`src/rtl/npp_arb_pkg.sv`:
```
// Shared constants and state encoding for the NPP VC egress arbiter.
package npp_arb_pkg;

    localparam int FLIT_W = 182;
    localparam int NUM_VC = 8;
    localparam int VC_W   = 3;
    localparam int CRED_W = 4;

    typedef enum logic [1:0] {
        IDLE = 2'd0,
        LOAD = 2'd1,
        RUN  = 2'd2
    } arb_state_e;

endpackage

```
`src/rtl/npp_vc_credit_ctr.sv`:
```
// One per-VC credit counter: clear, load to the NoC allowance, +1 on return,
// -1 on accept, saturating at INIT_CREDITS with a sticky overflow flag.
module npp_vc_credit_ctr
    import npp_arb_pkg::*;
#(
    parameter int INIT_CREDITS = 8
) (
    input  logic              clk,
    input  logic              rst,
    input  logic              clr,
    input  logic              load,
    input  logic              inc,
    input  logic              dec,
    output logic [CRED_W-1:0] count,
    output logic              ovf
);

    localparam logic [CRED_W-1:0] MAX_CRED = CRED_W'(INIT_CREDITS);

    // Counter update; accept and return in the same cycle cancel out.
    always_ff @(posedge clk) begin
        if (rst) begin
            count <= '0;
            ovf   <= 1'b0;
        end else if (clr) begin
            count <= '0;
        end else if (load) begin
            count <= MAX_CRED;
        end else if (inc && !dec) begin
            if (count >= MAX_CRED) begin
                ovf <= 1'b1;
            end else begin
                count <= count + 1'b1;
            end
        end else if (dec && !inc && (count != '0)) begin
            count <= count - 1'b1;
        end
    end

endmodule

```
`src/rtl/npp_vc_egress_arbiter.sv`:
```
// NPP VC egress arbiter: round-robin with wormhole lock over N_REQ requesters,
// credit-gated per target VC, one registered flit per cycle to the NoC.
// Optional build macro NPP_ARB_STATS_EN adds stat_flits / stat_stall counters.
//
//   state | meaning
//   ------+-----------------------------------------------------------
//   IDLE  | credits zero, no grants; wait for npp_credit_rdy
//   LOAD  | one cycle, every VC counter loaded with INIT_CREDITS
//   RUN   | arbitration active; credit_rdy low returns to IDLE
module npp_vc_egress_arbiter
    import npp_arb_pkg::*;
#(
    parameter int N_REQ        = 4,
    parameter int INIT_CREDITS = 8
) (
    input  logic                      clk,
    input  logic                      rst,
    input  logic [N_REQ-1:0]          req_valid,
    input  logic [N_REQ*FLIT_W-1:0]   req_flit,
    input  logic [N_REQ*VC_W-1:0]     req_vc,
    input  logic [N_REQ-1:0]          req_last,
    output logic [N_REQ-1:0]          req_ready,
    output logic [FLIT_W-1:0]         npp_flit,
    output logic [NUM_VC-1:0]         npp_valid,
    input  logic [NUM_VC-1:0]         npp_credit_return,
    input  logic                      npp_credit_rdy,
    output logic                      credit_ovf
`ifdef NPP_ARB_STATS_EN
    ,
    output logic [31:0]               stat_flits,
    output logic [31:0]               stat_stall
`endif
);

    localparam int IDX_W = (N_REQ > 1) ? $clog2(N_REQ) : 1;

    arb_state_e          state;
    logic [CRED_W-1:0]   credit [NUM_VC];
    logic [NUM_VC-1:0]   vc_ovf;
    logic [VC_W-1:0]     vc_a [N_REQ];
    logic [N_REQ-1:0]    eligible;
    logic                locked;
    logic [IDX_W-1:0]    lock_idx;
    logic [IDX_W-1:0]    rr_ptr;
    logic [IDX_W-1:0]    cand;
    logic                grant_valid;
    logic [IDX_W-1:0]    grant_idx;
    logic                accept;
    logic [VC_W-1:0]     acc_vc;
    logic                acc_last;
    logic                drop;
    logic                ctr_clr;
    logic [NUM_VC-1:0]   ctr_inc;
    logic [NUM_VC-1:0]   ctr_dec;

    // A requester can be granted only if its target VC still holds a credit.
    always_comb begin
        for (int i = 0; i < N_REQ; i++) begin
            vc_a[i]     = req_vc[i*VC_W +: VC_W];
            eligible[i] = req_valid[i] && (credit[vc_a[i]] != '0);
        end
    end

    // Locked requester keeps the port (stalling if out of credit); otherwise
    // search round-robin starting at rr_ptr.
    always_comb begin
        grant_valid = 1'b0;
        grant_idx   = '0;
        cand        = '0;
        if (locked) begin
            grant_valid = eligible[lock_idx];
            grant_idx   = lock_idx;
        end else begin
            for (int k = 0; k < N_REQ; k++) begin
                cand = IDX_W'((int'(rr_ptr) + k) % N_REQ);
                if (!grant_valid && eligible[cand]) begin
                    grant_valid = 1'b1;
                    grant_idx   = cand;
                end
            end
        end
    end

    // Combinational one-hot ready, only while running.
    always_comb begin
        req_ready = '0;
        if ((state == RUN) && grant_valid) begin
            req_ready[grant_idx] = 1'b1;
        end
    end

    assign accept   = |req_ready;
    assign acc_vc   = vc_a[grant_idx];
    assign acc_last = req_last[grant_idx];
    assign drop     = (state == RUN) && !npp_credit_rdy;
    assign ctr_clr  = (state == IDLE) || drop;

    // Per-VC counter controls; returns only count while running.
    always_comb begin
        for (int v = 0; v < NUM_VC; v++) begin
            ctr_inc[v] = (state == RUN) && npp_credit_return[v];
            ctr_dec[v] = accept && (acc_vc == VC_W'(v));
        end
    end

    for (genvar v = 0; v < NUM_VC; v++) begin : g_ctr
        npp_vc_credit_ctr #(
            .INIT_CREDITS (INIT_CREDITS)
        ) u_ctr (
            .clk   (clk),
            .rst   (rst),
            .clr   (ctr_clr),
            .load  (state == LOAD),
            .inc   (ctr_inc[v]),
            .dec   (ctr_dec[v]),
            .count (credit[v]),
            .ovf   (vc_ovf[v])
        );
    end

    assign credit_ovf = |vc_ovf;

    // Credit bring-up / tear-down sequencing.
    always_ff @(posedge clk) begin
        if (rst) begin
            state <= IDLE;
        end else begin
            case (state)
                IDLE:    if (npp_credit_rdy) state <= LOAD;
                LOAD:    state <= RUN;
                RUN:     if (!npp_credit_rdy) state <= IDLE;
                default: state <= IDLE;
            endcase
        end
    end

    // Wormhole lock and round-robin pointer; the pointer only moves on a
    // packet boundary so a multi-flit packet does not skip a turn.
    always_ff @(posedge clk) begin
        if (rst) begin
            locked   <= 1'b0;
            lock_idx <= '0;
            rr_ptr   <= '0;
        end else begin
            if (accept) begin
                if (acc_last) begin
                    locked <= 1'b0;
                    rr_ptr <= (grant_idx == IDX_W'(N_REQ - 1)) ? '0 : grant_idx + 1'b1;
                end else begin
                    locked   <= 1'b1;
                    lock_idx <= grant_idx;
                end
            end
            if (drop) begin
                locked <= 1'b0;
            end
        end
    end

    // Registered egress: accepted flit appears the following cycle.
    always_ff @(posedge clk) begin
        if (rst) begin
            npp_valid <= '0;
            npp_flit  <= '0;
        end else if (accept) begin
            npp_valid <= NUM_VC'(1) << acc_vc;
            npp_flit  <= req_flit[grant_idx*FLIT_W +: FLIT_W];
        end else begin
            npp_valid <= '0;
        end
    end

`ifdef NPP_ARB_STATS_EN
    // Accepted-flit and stalled-cycle counters, free-running with wrap.
    always_ff @(posedge clk) begin
        if (rst) begin
            stat_flits <= '0;
            stat_stall <= '0;
        end else begin
            if (accept) begin
                stat_flits <= stat_flits + 32'd1;
            end
            if ((state == RUN) && (|req_valid) && !accept) begin
                stat_stall <= stat_stall + 32'd1;
            end
        end
    end
`endif

endmodule

```
`config.mk`:
```
export PLATFORM = sky130hd
export DESIGN_NAME = npp_vc_egress_arbiter
export DESIGN_NICKNAME = d
export VERILOG_FILES = /design/src/rtl/npp_arb_pkg.sv /design/src/rtl/npp_vc_credit_ctr.sv /design/src/rtl/npp_vc_egress_arbiter.sv
export SDC_FILE = /design/constraint.sdc
export NUM_CORES = 1
export LEC_CHECK = 0
export CORE_AREA = 2 2 368 370
export DETAILED_ROUTE_END_ITERATION = 16
export DIE_AREA = 0 0 370 372
export PLACE_DENSITY = 0.38
export SLEW_MARGIN = 20
export SYNTH_ARGS = -nofsm -noshare
export SYNTH_HDL_FRONTEND = slang
export SYNTH_SLANG_ARGS = --single-unit
```
`constraint.sdc`:
```
create_clock -name clk -period 5.9 [get_ports clk]
set_input_delay 0.59 -clock clk [delete_from_list [all_inputs] [get_ports clk]]
set_output_delay 0.59 -clock clk [all_outputs]
set_load 0.05 [all_outputs]
```
==> results of run 1 <==
==> path summary, 6_finish.rpt <==
path / end / slack, ns / cells after the start
setup / recovery: g_ctr[0].u_ctr.count[3] / 0.42 / 21
hold / removal: g_ctr[0].u_ctr.ovf / 0.47 / 2
setup reg to reg: g_ctr[0].u_ctr.count[3] / 0.42 / 21
hold reg to reg: g_ctr[0].u_ctr.ovf / 0.47 / 2
==> metrics by stage <==
stage / std cells / TNS (ns) / total power (W) / hold slack, ns
after detailed placement: 4890 / 0 / 0.00350 / 0.474
after floorplan: 2300 / 0 / 0.00251 / 0.431
after CTS: 4954 / 0 / 0.00588 / 0.485
after global routing: 4958 / -0.000492 / 0.00604 / 0.497
final: 4961 / 0 / 0.00573 / 0.471
after global placement: 4890 / 0 / 0.00350 / 0.464
==> layout by cell type, fill, tap and decap left out, types with 8 or more instances in the layout <==
master,instances
clkbuf_8,9
buf_4,48
nor3_1,11
a31oi_1,13
nand3_1,8
xor2_1,12
and2_1,12
a21o_1,12
a21oi_1,201
a311oi_1,188
nor2_1,252
dfxtp_1,237
o21ai_0,14
nor2b_1,15
fa_1,8
nand2_1,762
or4_1,8
nand2b_1,8
inv_1,12
mux2_2,9
buf_12,9
clkdlybuf4s50_1,950
clkbuf_16,37
mux2i_1,26
clkbuf_1,11
nor4_1,9
and3_1,182
ha_1,20
==> power by group <==
part | internal [W] | switching, W | leakage, nW
registers | 0.00164 | 0.0000255 | 1.91
logic | 0.000783 | 0.00100 | 8.43
clock network | 0.00134 | 0.000944 | 0.576
total | 0.00376 | 0.00197 | 10.9
==> kinds of logic (layout without fill, tap and decap cells) <==
kind of cell,count (synthesis),after routing,synth area share [%]
compound gates,472,472,21.1
other cells,0,6,0
fa+ha+maj,28,28,2.65
mux,41,41,3.10
simple gates,1294,1294,36.3
buf+inv,212,1086,5.18
xor+xnor,16,16,0.906
flops,237,237,30.7
==> critical path, stage by stage (launching register included) <==
cell and delay [ns]:
dfxtp_1 0.36, or4_1 0.69, o311ai_1 0.34, nor3_1 0.14, nor4_4 0.50, nor2_1 0.23
a22oi_2 0.49, inv_8 0.07, ha_1 0.23, o41ai_2 0.39, buf_4 0.22, nor2_1 0.07
nand2_1 0.15, nand3_1 0.19, ha_1 0.32, a21o_1 0.18, a21oi_1 0.24, nor2_1 0.07
nor2_1 0.09, nor2_1 0.05, a211oi_1 0.23, nor3_1 0.08
==> sequential cells by signal, summed over array words and instances, names as in the netlist <==
signal,flops
g_ctr.u_ctr.count,32
locked,1
rr_ptr,2
lock_idx,2
g_ctr.u_ctr.ovf,8
state,2
npp_valid,8
npp_flit,182
==> cells in the mapped netlist, types with 3 or more instances <==
master,number
a211oi_1,4
a21o_1,12
a21oi_1,201
a22o_1,6
a311oi_1,188
a31oi_1,13
a41oi_1,6
and2_1,12
and3_1,182
buf_1,23
clkbuf_1,173
dfxtp_1,237
fa_1,8
ha_1,20
inv_1,12
mux2_2,9
mux2i_1,26
nand2_1,762
nand2b_1,8
nand3_1,8
nand4b_1,3
nor2_1,252
nor2b_1,15
nor3_1,11
nor3b_1,7
nor4_1,9
o21ai_0,14
o22ai_1,7
or2_2,3
or4_1,8
xnor2_1,4
xor2_1,12
==> area by class of cell <==
cell class | count | share of cell area, %
Timing Repair Buffer | 1008 | 35.7
Multi-Input combinational cell | 1851 | 35.2
Sequential cell | 237 | 16.8
Tap cell | 1781 | 7.89
Clock buffer | 56 | 3.82
Clock inverter | 8 | 0.355
Inverter | 14 | 0.239
Antenna cell | 6 | 0.0532
==> repair_timing <==
item	4_1_cts	5_1_grt
endpoints found under the hold margin	0	0
setup endpoints to repair	0	1
setup buffers	0	1
==> routing by layer <==
layer / global-route usage (%) / share of wire, % / wire (µm)
met2: 27.0 / 49 / 55100
met4: 2.87 / 1.6 / 1790
met5: 0 / 0.11 / 118
met3: 4.39 / 7.3 / 8160
met1: 18.6 / 42 / 46800
==> impl_metrics.tcl, run 1 <==
set metrics [dict create \
    synth_top_area_share_pct 30.7 \
    grt_pass1_vias 20003 \
    htree_levels 2 \
    powerDensity_nw_per_um2 203 \
    antenna_found_initial 49 \
    die_h_um 372 \
    slew_headroom_pct 22.6 \
    hold_start "g_ctr[0].u_ctr.ovf" \
    ys_seq_area_share_pct 30.7 \
    maxCapViolCount 0 \
    drv_slew 0 \
    core_area_um2 134000 \
    grt_usage_pct 15.4 \
    final_area_um2 28200 \
    gp_congestion 0.862 \
    syn_area_um2 15500 \
    finalSetupViolCount 0 \
    ant_nets 0 \
    ys.flop_type "dfxtp_1" \
    fin_nets 3935 \
    syn_avg_cell_area_um2 6.72 \
    multi_input_area_um2 9930 \
    ys_top_cells_by_area "dfxtp_1 (31%), nand2_1 (18%), a311oi_1 (11%), and3_1 (7.4%), a21oi_1 (6.5%)" \
    placed_area_um2 27000 \
    die_area_um2 138000 \
    drc_errors 0 \
    grt_start_max_net_pins 136 \
    cts_tree "built" \
    yosys_register_bits 237 \
    synthCells 2300 \
    syn-num-nets 3087 \
    grt_overflow 0 \
    status "complete, no violations" \
    yosysUniqueCellTypes 67 \
    cts_buffer_depth 3 \
    cts_resized 0 \
    start_util_pct 11.5 \
    fin_crit_sh_pct 92.9 \
    endpoint_kind "register" \
    clock-sinks 237 \
    path_class "register to register" \
    arrival_ns 5.93 \
    dr.pass1.iters 5 \
    peakVddDrop_v 0.000122 \
    drtIter0Drc 1021 \
    top_level_ports 954 \
    clockRootBuffer "clkbuf_16" \
    worstMarginPinSlew_ns 1.15 \
    drive_gt1_share_pct 4.38 \
    num_vias 20191 \
    ys_async_sr_fraction_pct 0 \
    fin_ws_ns 0.422 \
    cts_buffers 36 \
    r2r-start "g_ctr[0].u_ctr.count[0]" \
    wl_um 112000 \
    cp-startpoint "g_ctr[0].u_ctr.count[0]" \
    synth_edf_count 0 \
    numPortBuffers 953 \
    hpwl_um 86300 \
    grt_pass1_wl_um 154000 \
    post-place-ws_ns 0.182 \
    clock_latency_ns 0.58 \
    crit_path_start_kind "register" \
    seq_area_um2 4740 \
    fp.dieW_um 370 \
    fillers 15177 \
    min_path_type "register to register" \
    viasPerCell 4.07 \
    cts.clk_slew.worst_paths_ns 0.06 \
    syn_to_final_growth_pct 82.5 \
    synth_top_area_cell "dfxtp_1" \
    final_core_util_pct 21.0 \
    fmax_mhz 183 \
    wire_per_inst_um 22.6 \
    fin_skew_ns 0.0170 \
    crit_required_ns 6.35 \
    rows 135 \
    hold_viol_final 0 \
    crit_fanout 8 \
    timing.final.crit_period_ns 5.48 \
    leakage_nw 10.9 \
    yosys_warnings 0 \
    postCtsHoldBufs 0 \
]
No activity file was read; power rests on OpenSTA's default activity.
==> run 2: changes to the inputs <==
Settings changed: PLACE_DENSITY 0.38 to 0.36, SETUP_SLACK_MARGIN set to 0.05.
==> impl_metrics.tcl, run 2 (synthesis results as in run 1) <==
set metrics [dict create \
    multi_input_area_um2 9930 \
    layout_common_cells "clkdlybuf4s50_1 (950), nand2_1 (762), nor2_1 (252)" \
    cts_setup_buffers 0 \
    pwr-share-clk_pct 41.3 \
    maxCapViolCount 0 \
    clock-sinks 237 \
    grt_overflow 0 \
    pwr-share-comb_pct 30.4 \
    hpwl_um 88400 \
    die_area_um2 138000 \
    grt_setup_unrepaired "false" \
    p_int_w 0.00387 \
    crit_fanout 6 \
    cts_buffers 39 \
    drtIter0Drc 1086 \
    fp.dieW_um 370 \
    seqPwrFrac_pct 28.3 \
    powerDensity_nw_per_um2 208 \
    rows 135 \
    p_total_w 0.00588 \
    seq_area_um2 4740 \
    fin_skew_ns 0.0210 \
    core_area_um2 134000 \
    worstMarginPinSlew_ns 1.06 \
    wl_um 115000 \
    top_regs "npp_flit: 182 flops, g_ctr.u_ctr.count: 32 flops" \
    clock_latency_ns 0.59 \
    fin_nets 3925 \
    gp_congestion 0.880 \
    fin_ws_ns 0.574 \
    status "complete, no violations" \
    layout_commonest_cell "clkdlybuf4s50_1" \
    power_switching_w 0.00201 \
    finalSetupViolCount 0 \
    htree_levels 2 \
    numPortBuffers 953 \
    leakage_nw 10.9 \
    fmax_mhz 188 \
    drive_gt1_share_pct 4.30 \
    cts.clk_slew.worst_paths_ns 0.06 \
    slew_headroom_pct 29.5 \
    syn_to_final_growth_pct 82.7 \
    antenna_found_initial 59 \
    min_path_type "primary input to register" \
    ant_nets 0 \
    viasPerCell 4.08 \
    peakVddDrop_v 0.000155 \
    drc_errors 0 \
    post-place-ws_ns 0.316 \
    final_core_util_pct 21.0 \
    dr.pass1.iters 5 \
    cts_resized 0 \
    start_util_pct 11.5 \
    drv_slew 0 \
    clockRootBuffer "clkbuf_16" \
    crit_path_start_kind "register" \
    timing.final.crit_period_ns 5.33 \
    die_h_um 372 \
    path_class "register to register" \
    wire_per_inst_um 23.2 \
    switching_share_pct 34.2 \
    grt_pass1_vias 20011 \
    top_register "npp_flit" \
    setup_tns_ns 0 \
    cts_tree "built" \
    hold_viol_final 0 \
    largest_register_ffs 182 \
    crit_required_ns 6.36 \
    num_vias 20218 \
    fin_crit_sh_pct 90.3 \
    endpoint_kind "register" \
    grt_usage_pct 15.8 \
    grt_start_max_net_pins 156 \
    fillers 15159 \
    arrival_ns 5.79 \
    postCtsHoldBufs 0 \
    cts_buffer_depth 3 \
    top_level_ports 954 \
    grt_pass1_wl_um 157000 \
]
## run 2: cell types whose count changed in the layout (fill, tap and decap cells not counted), moves of 2 or more
cell	before	now
buf_4	48	36
clkbuf_1	11	5
clkbuf_16	37	40
clkbuf_8	9	11
clkinv_2	3	9
diode_2	6	15
## run 2: through the flow
step	hold slack (ns)	instance area, µm²	instances
after floorplan	0.431	15500	2300
after global placement	0.468	26900	4878
after detailed placement	0.477	26900	4878
after CTS	0.464	28200	4946
after global routing	0.504	28200	4954
final	0.472	28200	4961
## run 2: final timing paths
path	from	endpoint	slack (ns)	depth (start not counted)
setup reg to reg	g_ctr[3].u_ctr.count[0]	g_ctr[0].u_ctr.count[3]	0.57	20
hold reg to reg	npp_flit[7]	npp_flit[7]	0.48	2
hold / removal	rst	npp_flit[119]	0.47	2
setup / recovery	g_ctr[3].u_ctr.count[0]	g_ctr[0].u_ctr.count[3]	0.57	20
## run 2: per-layer routing
layer	part of all wire (%)	wire length, µm	up-vias	GRT usage, %
met4	1.9	2240	26	3.34
met1	42	48200	9594	19.5
met3	8.0	9260	152	4.70
li1	-	-	9721	-
met5	0.14	161	-	0
met2	48	55400	725	27.0
## run 2: power groups by stage
| stage | clock network, W | registers, W | logic, W |
|---|---|---|---|
| after CTS | 0.00257 | 0.00166 | 0.00181 |
| after floorplan | 0 | 0.00181 | 0.000703 |
| after detailed placement | 0 | 0.00170 | 0.00180 |
| after global routing | 0.00260 | 0.00167 | 0.00193 |
| after global placement | 0 | 0.00170 | 0.00181 |
| final | 0.00243 | 0.00166 | 0.00179 |
## run 2: critical path: stages, from the launching register on
cell and delay (ns):
dfxtp_1 0.36, or4_1 0.73, mux4_2 0.54, a22oi_2 0.30, nor3b_4 0.28, or2_1 0.16
a22oi_2 0.18, ha_1 0.33, o41ai_2 0.50, buf_4 0.23, nor2_1 0.07, nand2_1 0.11
nand3_1 0.19, ha_1 0.33, a21o_1 0.17, a21oi_1 0.24, nor2_1 0.07, nor2_1 0.09
nor2_1 0.04, a211oi_1 0.20, nor3_1 0.07
## run 2: layout make-up
| type | count | share of cell area [%] |
|---|---|---|
| Inverter | 14 | 0.239 |
| Multi-Input combinational cell | 1851 | 35.2 |
| Antenna cell | 15 | 0.133 |
| Clock buffer | 55 | 4.10 |
| Clock inverter | 13 | 0.461 |
| Tap cell | 1781 | 7.89 |
| Timing Repair Buffer | 995 | 35.2 |
| Sequential cell | 237 | 16.8 |
==> run 3: changes to the inputs <==
Settings changed: RECOVER_POWER set to 50.
==> impl_metrics.tcl, run 3 (synthesis results as in run 1) <==
set metrics [dict create \
    cts.clk_slew.worst_paths_ns 0.05 \
    cts_buffer_depth 3 \
    cts_resized 0 \
    grt_pass1_vias 20011 \
    die_area_um2 138000 \
    syn_to_final_growth_pct 82.5 \
    hold_viol_final 0 \
    drtIter0Drc 1023 \
    drc_errors 0 \
    finalSetupViolCount 0 \
    peakVddDrop_v 0.000155 \
    layout_common_cells "nand2_1 (762), clkdlybuf4s50_1 (758), nor2_1 (252)" \
    antenna_found_initial 59 \
    numPortBuffers 953 \
    status "complete, no violations" \
    path_cells "or4_1, mux4_2, a22oi_2, nor3b_4, or2_1, a22oi_2, ha_1, o41ai_2, clkbuf_1, nor2_1, nand2_1, nand3_1, ha_1, a21o_1, a21oi_1, nor2_1, nor2_1, nor2_1, a211oi_1, nor3_1" \
    grt_pass1_wl_um 157000 \
    powerDensity_nw_per_um2 208 \
    postCtsHoldBufs 0 \
    crit_path_start_kind "register" \
    wl_um 115000 \
    top_level_ports 954 \
    path_buf_inv 1 \
    fmax_mhz 184 \
    hpwl_um 88400 \
    top_register "npp_flit" \
    wire_per_inst_um 23.2 \
    path_class "register to register" \
    final_area_um2 28200 \
    hold_slack_ns 0.463 \
    drv_slew 0 \
    crit_required_ns 6.36 \
    htree_levels 2 \
    grt_overflow 0 \
    dr.pass1.iters 5 \
    start_util_pct 11.5 \
    clock_latency_ns 0.59 \
    num_vias 20239 \
    layout_commonest_cell "nand2_1" \
    gp_congestion 0.880 \
    cts_tree "built" \
    arrival_ns 5.90 \
    fin_nets 3925 \
    drive_gt1_share_pct 4.08 \
    top_regs "npp_flit: 182 flops, g_ctr.u_ctr.count: 32 flops" \
    worstMarginPinSlew_ns 1.24 \
    core_area_um2 134000 \
    maxCapViolCount 0 \
    grt_start_max_net_pins 156 \
    slew_headroom_pct 17.5 \
    timing.final.crit_period_ns 5.44 \
    cts_buffers 39 \
    crit_top_cell "nor2_1" \
    crit_fanout 6 \
    cts_setup_buffers 0 \
    placed_area_um2 26900 \
    largest_register_ffs 182 \
    grt_setup_unrepaired "false" \
    fp.dieW_um 370 \
    setup_tns_ns 0 \
    cpLargestDelayFamily "simple AND/OR/NAND/NOR gates" \
    viasPerCell 4.08 \
    rows 135 \
    leakage_nw 11.6 \
    clockRootBuffer "clkbuf_16" \
    clock-sinks 237 \
    min_path_type "primary input to register" \
    slowest_stage "or4_1" \
    die_h_um 372 \
    fin_skew_ns 0.0205 \
    fin_crit_sh_pct 92.2 \
    cpPeakStageDelay_ns 0.74 \
    endpoint_kind "register" \
    grt_usage_pct 15.8 \
    ant_nets 0 \
]
-- run 3: metal layers --
| metal | share of wire, % | wire length [µm] | vias to the layer above | track usage [%] |
|---|---|---|---|---|
| met1 | 42 | 48100 | 9603 | 19.5 |
| li1 | - | - | 9729 | - |
| met5 | 0.14 | 159 | - | 0 |
| met3 | 8.0 | 9200 | 157 | 4.70 |
| met2 | 48 | 55300 | 724 | 27.0 |
| met4 | 2.0 | 2290 | 26 | 3.34 |
-- run 3: stage by stage --
stage / total power (W) / setup WS, ns / std cells / utilization, %
floorplan: 0.00251 / 0.464 / 2300 / -
global placement: 0.00351 / 0.324 / 4878 / 20.1
detailed placement: 0.00350 / 0.316 / 4878 / 20.1
CTS: 0.00604 / 0.558 / 4946 / 21.0
global route: 0.00619 / 0.135 / 4954 / 21.0
finish: 0.00586 / 0.463 / 4965 / 21.0
-- run 3: final cells by class --
cell class	instances	area, µm²
fillers	15163	106000
repair buffers	995	9920
multi-input cells	1851	9920
flip-flops and latches	237	4740
well taps	1781	2230
clock buffers	55	1160
clock inverters	13	130
inverters	14	67.6
diodes	19	47.5
-- run 3: worst paths after layout --
kind	from	end	slack (ns)	cells after the start
setup reg to reg	g_ctr[3].u_ctr.count[0]	g_ctr[0].u_ctr.count[3]	0.46	20
setup / recovery	g_ctr[3].u_ctr.count[0]	g_ctr[0].u_ctr.count[3]	0.46	20
hold / removal	rst	npp_flit[119]	0.46	2
hold reg to reg	npp_flit[7]	npp_flit[7]	0.48	2
-- run 3: power breakdown --
part	internal (W)	leakage [nW]	switching [W]	total [W]
logic	0.000766	9.01	0.00101	0.00177
registers	0.00164	1.91	0.0000240	0.00166
clock network	0.00145	0.646	0.000982	0.00243
